==> src/rtl/bridge_pkg.sv <==
// Shared definitions for the sram-like to AXI3 bridge: FSM state
// encodings, AXI transaction IDs and fixed burst type.
package bridge_pkg;

  // Read FSM states
  localparam logic [1:0] R_IDLE = 2'd0;
  localparam logic [1:0] R_AR   = 2'd1;
  localparam logic [1:0] R_WAIT = 2'd2;

  // Write FSM states
  localparam logic [1:0] W_IDLE = 2'd0;
  localparam logic [1:0] W_SEND = 2'd1;
  localparam logic [1:0] W_RESP = 2'd2;

  // AXI IDs used to route responses back to the issuing port
  localparam logic [3:0] INST_ID = 4'd0;
  localparam logic [3:0] DATA_ID = 4'd1;

  // All transactions are single-beat INCR
  localparam logic [1:0] BURST_INCR = 2'b01;

endpackage

==> src/rtl/axi_wr_channel.sv <==
// Write side of the bridge: owns the write FSM and the AW/W/B handshakes.
// AW and W are launched together and each drops on its own ready; the
// response phase starts only after both have been accepted.
module axi_wr_channel
  import bridge_pkg::*;
#(
  parameter int ADDR_W = 32,
  parameter int DATA_W = 32
) (
  input  logic                clk,
  input  logic                resetn,
  input  logic                start_i,
  input  logic [ADDR_W-1:0]   addr_i,
  input  logic [1:0]          size_i,
  input  logic [DATA_W/8-1:0] wstrb_i,
  input  logic [DATA_W-1:0]   wdata_i,
  output logic                idle_o,
  output logic                done_o,
  output logic [3:0]          awid_o,
  output logic [ADDR_W-1:0]   awaddr_o,
  output logic [7:0]          awlen_o,
  output logic [2:0]          awsize_o,
  output logic [1:0]          awburst_o,
  output logic [1:0]          awlock_o,
  output logic [3:0]          awcache_o,
  output logic [2:0]          awprot_o,
  output logic                awvalid_o,
  input  logic                awready_i,
  output logic [3:0]          wid_o,
  output logic [DATA_W-1:0]   wdata_o,
  output logic [DATA_W/8-1:0] wstrb_o,
  output logic                wlast_o,
  output logic                wvalid_o,
  input  logic                wready_i,
  input  logic                bvalid_i,
  output logic                bready_o
);

  logic [1:0]          wrState_q, wrState_d;
  logic [ADDR_W-1:0]   awaddr_q, awaddr_d;
  logic [2:0]          awsize_q, awsize_d;
  logic [DATA_W/8-1:0] wstrb_q, wstrb_d;
  logic [DATA_W-1:0]   wdata_q, wdata_d;
  logic                awPend_q, awPend_d;
  logic                wPend_q, wPend_d;

  // Next-state logic: capture the request, retire AW and W independently, wait for B
  always_comb begin
    wrState_d = wrState_q;
    awaddr_d  = awaddr_q;
    awsize_d  = awsize_q;
    wstrb_d   = wstrb_q;
    wdata_d   = wdata_q;
    awPend_d  = awPend_q;
    wPend_d   = wPend_q;
    case (wrState_q)
      W_IDLE: begin
        if (start_i) begin
          wrState_d = W_SEND;
          awaddr_d  = addr_i;
          awsize_d  = {1'b0, size_i};
          wstrb_d   = wstrb_i;
          wdata_d   = wdata_i;
          awPend_d  = 1'b1;
          wPend_d   = 1'b1;
        end
      end
      W_SEND: begin
        awPend_d = awPend_q && !awready_i;
        wPend_d  = wPend_q && !wready_i;
        if (!awPend_d && !wPend_d) begin
          wrState_d = W_RESP;
        end
      end
      W_RESP: begin
        if (bvalid_i) begin
          wrState_d = W_IDLE;
        end
      end
      default: wrState_d = W_IDLE;
    endcase
  end

  // State and registered AW/W fields; reset abandons any transaction in flight
  always_ff @(posedge clk or negedge resetn) begin
    if (!resetn) begin
      wrState_q <= W_IDLE;
      awaddr_q  <= '0;
      awsize_q  <= '0;
      wstrb_q   <= '0;
      wdata_q   <= '0;
      awPend_q  <= 1'b0;
      wPend_q   <= 1'b0;
    end else begin
      wrState_q <= wrState_d;
      awaddr_q  <= awaddr_d;
      awsize_q  <= awsize_d;
      wstrb_q   <= wstrb_d;
      wdata_q   <= wdata_d;
      awPend_q  <= awPend_d;
      wPend_q   <= wPend_d;
    end
  end

  assign idle_o    = (wrState_q == W_IDLE);
  assign bready_o  = (wrState_q == W_RESP);
  assign done_o    = bready_o && bvalid_i;

  assign awid_o    = DATA_ID;
  assign awaddr_o  = awaddr_q;
  assign awlen_o   = 8'd0;
  assign awsize_o  = awsize_q;
  assign awburst_o = BURST_INCR;
  assign awlock_o  = 2'b00;
  assign awcache_o = 4'b0000;
  assign awprot_o  = 3'b000;
  assign awvalid_o = awPend_q;

  assign wid_o     = DATA_ID;
  assign wdata_o   = wdata_q;
  assign wstrb_o   = wstrb_q;
  assign wlast_o   = 1'b1;
  assign wvalid_o  = wPend_q;

endmodule

==> src/rtl/sram_axi_bridge.sv <==
// Bridges the CPU's inst/data sram-like ports onto one AXI3 master.
// Reads from both ports share one read FSM (data wins ties); data writes
// go through axi_wr_channel concurrently. Responses are routed by rid.
// Optional macro BRIDGE_RAW_CHECK_EN: hold reads that hit the word of a
// pending write until that write has completed.
module sram_axi_bridge
  import bridge_pkg::*;
#(
  parameter int ADDR_W = 32,
  parameter int DATA_W = 32
) (
  input  logic                clk,
  input  logic                resetn,
  input  logic                inst_req_i,
  input  logic                inst_wr_i,
  input  logic [1:0]          inst_size_i,
  input  logic [ADDR_W-1:0]   inst_addr_i,
  input  logic [DATA_W/8-1:0] inst_wstrb_i,
  input  logic [DATA_W-1:0]   inst_wdata_i,
  output logic                inst_addr_ok_o,
  output logic                inst_data_ok_o,
  output logic [DATA_W-1:0]   inst_rdata_o,
  input  logic                data_req_i,
  input  logic                data_wr_i,
  input  logic [1:0]          data_size_i,
  input  logic [ADDR_W-1:0]   data_addr_i,
  input  logic [DATA_W/8-1:0] data_wstrb_i,
  input  logic [DATA_W-1:0]   data_wdata_i,
  output logic                data_addr_ok_o,
  output logic                data_data_ok_o,
  output logic [DATA_W-1:0]   data_rdata_o,
  output logic [3:0]          arid_o,
  output logic [ADDR_W-1:0]   araddr_o,
  output logic [7:0]          arlen_o,
  output logic [2:0]          arsize_o,
  output logic [1:0]          arburst_o,
  output logic [1:0]          arlock_o,
  output logic [3:0]          arcache_o,
  output logic [2:0]          arprot_o,
  output logic                arvalid_o,
  input  logic                arready_i,
  input  logic [3:0]          rid_i,
  input  logic [DATA_W-1:0]   rdata_i,
  input  logic [1:0]          rresp_i,
  input  logic                rlast_i,
  input  logic                rvalid_i,
  output logic                rready_o,
  output logic [3:0]          awid_o,
  output logic [ADDR_W-1:0]   awaddr_o,
  output logic [7:0]          awlen_o,
  output logic [2:0]          awsize_o,
  output logic [1:0]          awburst_o,
  output logic [1:0]          awlock_o,
  output logic [3:0]          awcache_o,
  output logic [2:0]          awprot_o,
  output logic                awvalid_o,
  input  logic                awready_i,
  output logic [3:0]          wid_o,
  output logic [DATA_W-1:0]   wdata_o,
  output logic [DATA_W/8-1:0] wstrb_o,
  output logic                wlast_o,
  output logic                wvalid_o,
  input  logic                wready_i,
  input  logic [3:0]          bid_i,
  input  logic [1:0]          bresp_i,
  input  logic                bvalid_i,
  output logic                bready_o
);

  logic [1:0]        rdState_q, rdState_d;
  logic [ADDR_W-1:0] araddr_q, araddr_d;
  logic [3:0]        arid_q, arid_d;
  logic [2:0]        arsize_q, arsize_d;

  logic rdIdle, dataRdBusy, dataBusy;
  logic wrIdle, wrDone;
  logic instHold, dataHold;
  logic instRdAccept, dataRdAccept, dataWrAccept;
  logic rdDone;
  logic unusedInputs;

  // Write ports of inst, response codes and bid carry nothing this bridge uses
  assign unusedInputs = ^{inst_wr_i, inst_wstrb_i, inst_wdata_i, rresp_i, rlast_i, bid_i, bresp_i};

  assign rdIdle     = (rdState_q == R_IDLE);
  assign dataRdBusy = !rdIdle && (arid_q == DATA_ID);
  assign dataBusy   = dataRdBusy || !wrIdle;

`ifdef BRIDGE_RAW_CHECK_EN
  assign instHold = !wrIdle && (inst_addr_i[ADDR_W-1:2] == awaddr_o[ADDR_W-1:2]);
  assign dataHold = !wrIdle && (data_addr_i[ADDR_W-1:2] == awaddr_o[ADDR_W-1:2]);
`else
  assign instHold = 1'b0;
  assign dataHold = 1'b0;
`endif

  // Arbitration: one outstanding per port, data read beats inst read, writes run beside reads
  always_comb begin
    dataRdAccept = resetn && data_req_i && !data_wr_i && rdIdle && !dataBusy && !dataHold;
    dataWrAccept = resetn && data_req_i && data_wr_i && !dataBusy;
    instRdAccept = resetn && inst_req_i && rdIdle && !instHold && !dataRdAccept;
  end

  assign inst_addr_ok_o = instRdAccept;
  assign data_addr_ok_o = dataRdAccept || dataWrAccept;

  // Read FSM next state: latch the winning request, hold AR until ready, then wait for R
  always_comb begin
    rdState_d = rdState_q;
    araddr_d  = araddr_q;
    arid_d    = arid_q;
    arsize_d  = arsize_q;
    case (rdState_q)
      R_IDLE: begin
        if (dataRdAccept) begin
          rdState_d = R_AR;
          araddr_d  = data_addr_i;
          arid_d    = DATA_ID;
          arsize_d  = {1'b0, data_size_i};
        end else if (instRdAccept) begin
          rdState_d = R_AR;
          araddr_d  = inst_addr_i;
          arid_d    = INST_ID;
          arsize_d  = {1'b0, inst_size_i};
        end
      end
      R_AR: begin
        if (arready_i) begin
          rdState_d = R_WAIT;
        end
      end
      R_WAIT: begin
        if (rvalid_i) begin
          rdState_d = R_IDLE;
        end
      end
      default: rdState_d = R_IDLE;
    endcase
  end

  // Read FSM registers; reset drops any read in flight
  always_ff @(posedge clk or negedge resetn) begin
    if (!resetn) begin
      rdState_q <= R_IDLE;
      araddr_q  <= '0;
      arid_q    <= '0;
      arsize_q  <= '0;
    end else begin
      rdState_q <= rdState_d;
      araddr_q  <= araddr_d;
      arid_q    <= arid_d;
      arsize_q  <= arsize_d;
    end
  end

  assign arid_o    = arid_q;
  assign araddr_o  = araddr_q;
  assign arlen_o   = 8'd0;
  assign arsize_o  = arsize_q;
  assign arburst_o = BURST_INCR;
  assign arlock_o  = 2'b00;
  assign arcache_o = 4'b0000;
  assign arprot_o  = 3'b000;
  assign arvalid_o = (rdState_q == R_AR);
  assign rready_o  = (rdState_q == R_WAIT);

  assign rdDone         = rready_o && rvalid_i;
  assign inst_data_ok_o = rdDone && (rid_i == INST_ID);
  assign data_data_ok_o = (rdDone && (rid_i == DATA_ID)) || wrDone;
  assign inst_rdata_o   = rdata_i;
  assign data_rdata_o   = rdata_i;

  axi_wr_channel #(
    .ADDR_W(ADDR_W),
    .DATA_W(DATA_W)
  ) uWrChannel (
    .clk       (clk),
    .resetn    (resetn),
    .start_i   (dataWrAccept),
    .addr_i    (data_addr_i),
    .size_i    (data_size_i),
    .wstrb_i   (data_wstrb_i),
    .wdata_i   (data_wdata_i),
    .idle_o    (wrIdle),
    .done_o    (wrDone),
    .awid_o    (awid_o),
    .awaddr_o  (awaddr_o),
    .awlen_o   (awlen_o),
    .awsize_o  (awsize_o),
    .awburst_o (awburst_o),
    .awlock_o  (awlock_o),
    .awcache_o (awcache_o),
    .awprot_o  (awprot_o),
    .awvalid_o (awvalid_o),
    .awready_i (awready_i),
    .wid_o     (wid_o),
    .wdata_o   (wdata_o),
    .wstrb_o   (wstrb_o),
    .wlast_o   (wlast_o),
    .wvalid_o  (wvalid_o),
    .wready_i  (wready_i),
    .bvalid_i  (bvalid_i),
    .bready_o  (bready_o)
  );

endmodule

==> config.mk <==
export PLATFORM = sky130hd
export DESIGN_NAME = sram_axi_bridge
export DESIGN_NICKNAME = d
export VERILOG_FILES = /design/src/rtl/bridge_pkg.sv /design/src/rtl/axi_wr_channel.sv /design/src/rtl/sram_axi_bridge.sv
export SDC_FILE = /design/constraint.sdc
export NUM_CORES = 1
export LEC_CHECK = 0
export BUFFER_PORTS_ARGS = -buffer_cell sky130_fd_sc_hd__buf_2
export CAP_MARGIN = 25
export CORE_AREA = 2 2 164 166
export DETAILED_ROUTE_END_ITERATION = 6
export DIE_AREA = 0 0 166 168
export HOLD_SLACK_MARGIN = 0.1
export PLACE_DENSITY_LB_ADDON = 0.25
export SLEW_MARGIN = 10
export SYNTH_ARGS = -nofsm -noshare
export SYNTH_HDL_FRONTEND = slang
export SYNTH_HIERARCHICAL = 1
export SYNTH_SLANG_ARGS = --single-unit
==> constraint.sdc <==
create_clock -name clk -period 2.5 [get_ports clk]
set_input_delay 0.125 -clock clk [delete_from_list [all_inputs] [get_ports clk]]
set_output_delay 0.125 -clock clk [all_outputs]
set_load 0.02 [all_outputs]
==> results.cfg <==
[outcome]
outcome = complete, no violations

[layout]
final_net_count = 940
final_common_cell = buf_2
syn2layout_area_growth_pct = 36.6
num-fill-cells = 2728
antenna-diode-count = 0
fin_util_pct = 30.9
drive_gt1_share_pct = 45.1
most-common-layout-cells = 230 x buf_2, 111 x dfrtp_1, 110 x dlygate4sd3_1, 70 x mux2_4, 52 x conb_1

[placement]
dp_hpwl_mm = 11.0
place_congestion = 0.713
io_buffer_count = 231

[sta]
setup_tns_ns = 0
tightestPinTransition_ns = 0.830
setup_viol = 0
fin_skew_ns = 0.00960
fin_crit_sh_pct = 92.2
finalCriticalPeriod_ns = 2.30
max_freq_mhz = 434
rsz0062_at_grt = no
slew_violations = 0
hold_viol_final = 0
max_slew_margin_pct = 44.7

[die]
dieHeight_um = 168
boundaryPins = 426
dieArea_um2 = 27900
core_um2 = 26400
rows = 60
initial_core_util_pct = 22.6
die_w_um = 166

[power]
power_density_nw_per_um2 = 1120
peakVddDrop_uv = 494
p_total_mw = 9.15
leakagePower_nw = 3.87

[synth]
synth_cell_types = 30
syn-cell-area_um2 = 5960
synth_cells = 472
synth_edf_count = 0
synth_async_sr_flop_share_pct = 100
avgSynthCellArea_um2 = 12.6
synth_seq_area_share_pct = 46.6
synth_warnings = 6
ys_seq_elements = 111
yosys_most_used_dff = dfrtp_1

[route]
wl_met1_mm = 7.45
route.met2.wl_mm = 8.14
wl_met3_um = 846
dr_total_vias = 4302
wire_per_inst_um = 15.4
drtAntennaViolNets = 0
drc_errors = 0
top_layer_used = met4
drtIter0Drc = 164
via_per_inst = 3.95
dr.pass1.iters = 4
wirelength_mm = 16.8

[global_route]
track_usage_pct = 11.8
grt_pass1_vias = 4444
antenna_found_initial = 0
grt_pass1_wl_mm = 25.9
overflow = 0
grt_start_max_net_pins = 64

[clocking]
clock-sinks = 111
numCtsBuffers = 9
cts-htree-levels = 3
cts_root_buf = clkbuf_16
post_cts_buffers = 0
clk_pin_slew_ns = 0.08
cts_tree = done
clk_path_buf_depth = 2
insertion_delay_ns = 0.35

[critical_path]
path_max_fanout = 18
critPathArrivalTime_ns = 2.54
crit_slowest_cell = dfrtp_1
cp_num_buf_inv = 2
worstPathRequired_ns = 2.73
endpoint_kind = flip-flop
cp_common_cell = buf_12
worstReg2RegStart = rdState_q[0]$_DFFE_PN0P_
crit_type = flip-flop to flip-flop
crit_start = rdState_q[0]$_DFFE_PN0P_
path_delay_family = simple AND/OR/NAND/NOR gates
critPathMaxStageDelay_ns = 0.40
startpoint_type = flip-flop
crit_path_cell_trace = or2_2 > a21oi_1 > and2_1 > nor2b_2 > nor2b_4 > buf_12 > buf_12 > mux2_4

[job]
maxCapViolCount = 0

[min_path]
min-delay-start = data_wr_i
hp-class = primary input to flip-flop
==> cells in the mapped netlist, types with 2 or more instances <==
master    instances  area share (%)
a21oi_1          36             3.0
and2_1            3            0.31
buf_12            8             2.7
buf_2             3            0.25
buf_4           117              15
buf_6             5            0.94
clkbuf_1         10            0.63
conb_1            4            0.25
dfrtp_1         111              47
inv_1             6            0.38
mux2_4           70              18
mux2i_1          34             5.7
nand2_1           2            0.13
nand2b_1          3            0.31
nand3_1           2            0.17
nor2_1            5            0.31
nor2b_1           3            0.31
nor4_1           34             3.6
o21ai_0           5            0.42
==> worst reg2reg max path: cells and delay by family, from the launching register on <==
kind / cells / cell delay, ns
simple gates: 4 / 0.90
compound gates: 1 / 0.17
buf+inv: 2 / 0.39
flops: 1 / 0.40
mux: 1 / 0.33
==> per-stage QoR <==
stage / area (µm²) / hold WS, ns / setup slack [ns] / instances
3_3_place_gp: 6760 / 0.250 / 0.209 / 964
3_5_place_dp: 6760 / 0.250 / 0.198 / 964
6_report: 8140 / 0.246 / 0.195 / 1089
4_1_cts: 8140 / 0.235 / 0.170 / 1089
2_1_floorplan: 6140 / -0.171 / 0.416 / 520
5_1_grt: 8140 / 0.250 / 0.00530 / 1089
==> power by group <==
part / internal (mW) / switching (mW) / leakage [nW]
sequential: 2.69 / 0.471 / 1.32
clock: 0.713 / 0.718 / 0.141
combinational: 2.01 / 2.55 / 2.41
total: 5.42 / 3.73 / 3.87
==> final cells by class <==
type | instances | area (µm²) | share of cell area (%)
Sequential cell | 111 | 2780 | 34.1
Timing Repair Buffer | 356 | 2430 | 29.9
Inverter | 6 | 22.5 | 0.277
Tap cell | 341 | 427 | 5.24
Clock inverter | 5 | 42.5 | 0.523
Clock buffer | 10 | 239 | 2.94
Multi-Input combinational cell | 260 | 2200 | 27.0
==> worst paths after layout <==
kind                                                  endpoint  slack (ns)  depth (start not counted)
max in group asynchronous    uWrChannel/wdata_o[8]$_DFFE_PN0P_        0.66                          4
max reg2reg                 uWrChannel/awaddr_o[7]$_DFFE_PN0P_        0.20                          8
max                         uWrChannel/awaddr_o[7]$_DFFE_PN0P_        0.20                          8
min in group asynchronous                arid_o[0]$_DFFE_PN0P_        0.56                          3
min reg2reg                  uWrChannel/wdata_o[8]$_DFFE_PN0P_        0.51                          1
min                        uWrChannel/wrState_q[0]$_DFFE_PN0P_        0.25                          4
==> sequential cells by signal (all words and copies together) (netlist names) <==
name,flops
rdState_q,2
uWrChannel/awvalid_o,1
uWrChannel/awsize_o,2
uWrChannel/wvalid_o,1
uWrChannel/wdata_o,32
arsize_o,2
arid_o,1
uWrChannel/wstrb_o,4
uWrChannel/wrState_q,2
araddr_o,32
uWrChannel/awaddr_o,32
==> cells by family after synthesis <==
family                 Yosys count  synth area share, %
AO/OA/AOI/OAI                   46                 4.09
buffers and inverters          149                 19.6
flip-flops                     111                 46.6
multiplexers                   104                 23.3
other                            4                0.252
AND/OR/NAND/NOR                 58                 6.07
==> metal layers <==
layer / vias up / global-route usage [%]
met3: 32 / 2.56
met4: 0 / 4.50
li1: 2010 / -
met2: 166 / 19.6
met1: 2094 / 15.1
met5: - / 0
==> timing repair <==
action                                 CTS  global route
hold buffers                           110             0
endpoints found under the hold margin  158             0
gates resized for setup                  0             0
No activity file was read; power rests on OpenSTA's default activity.
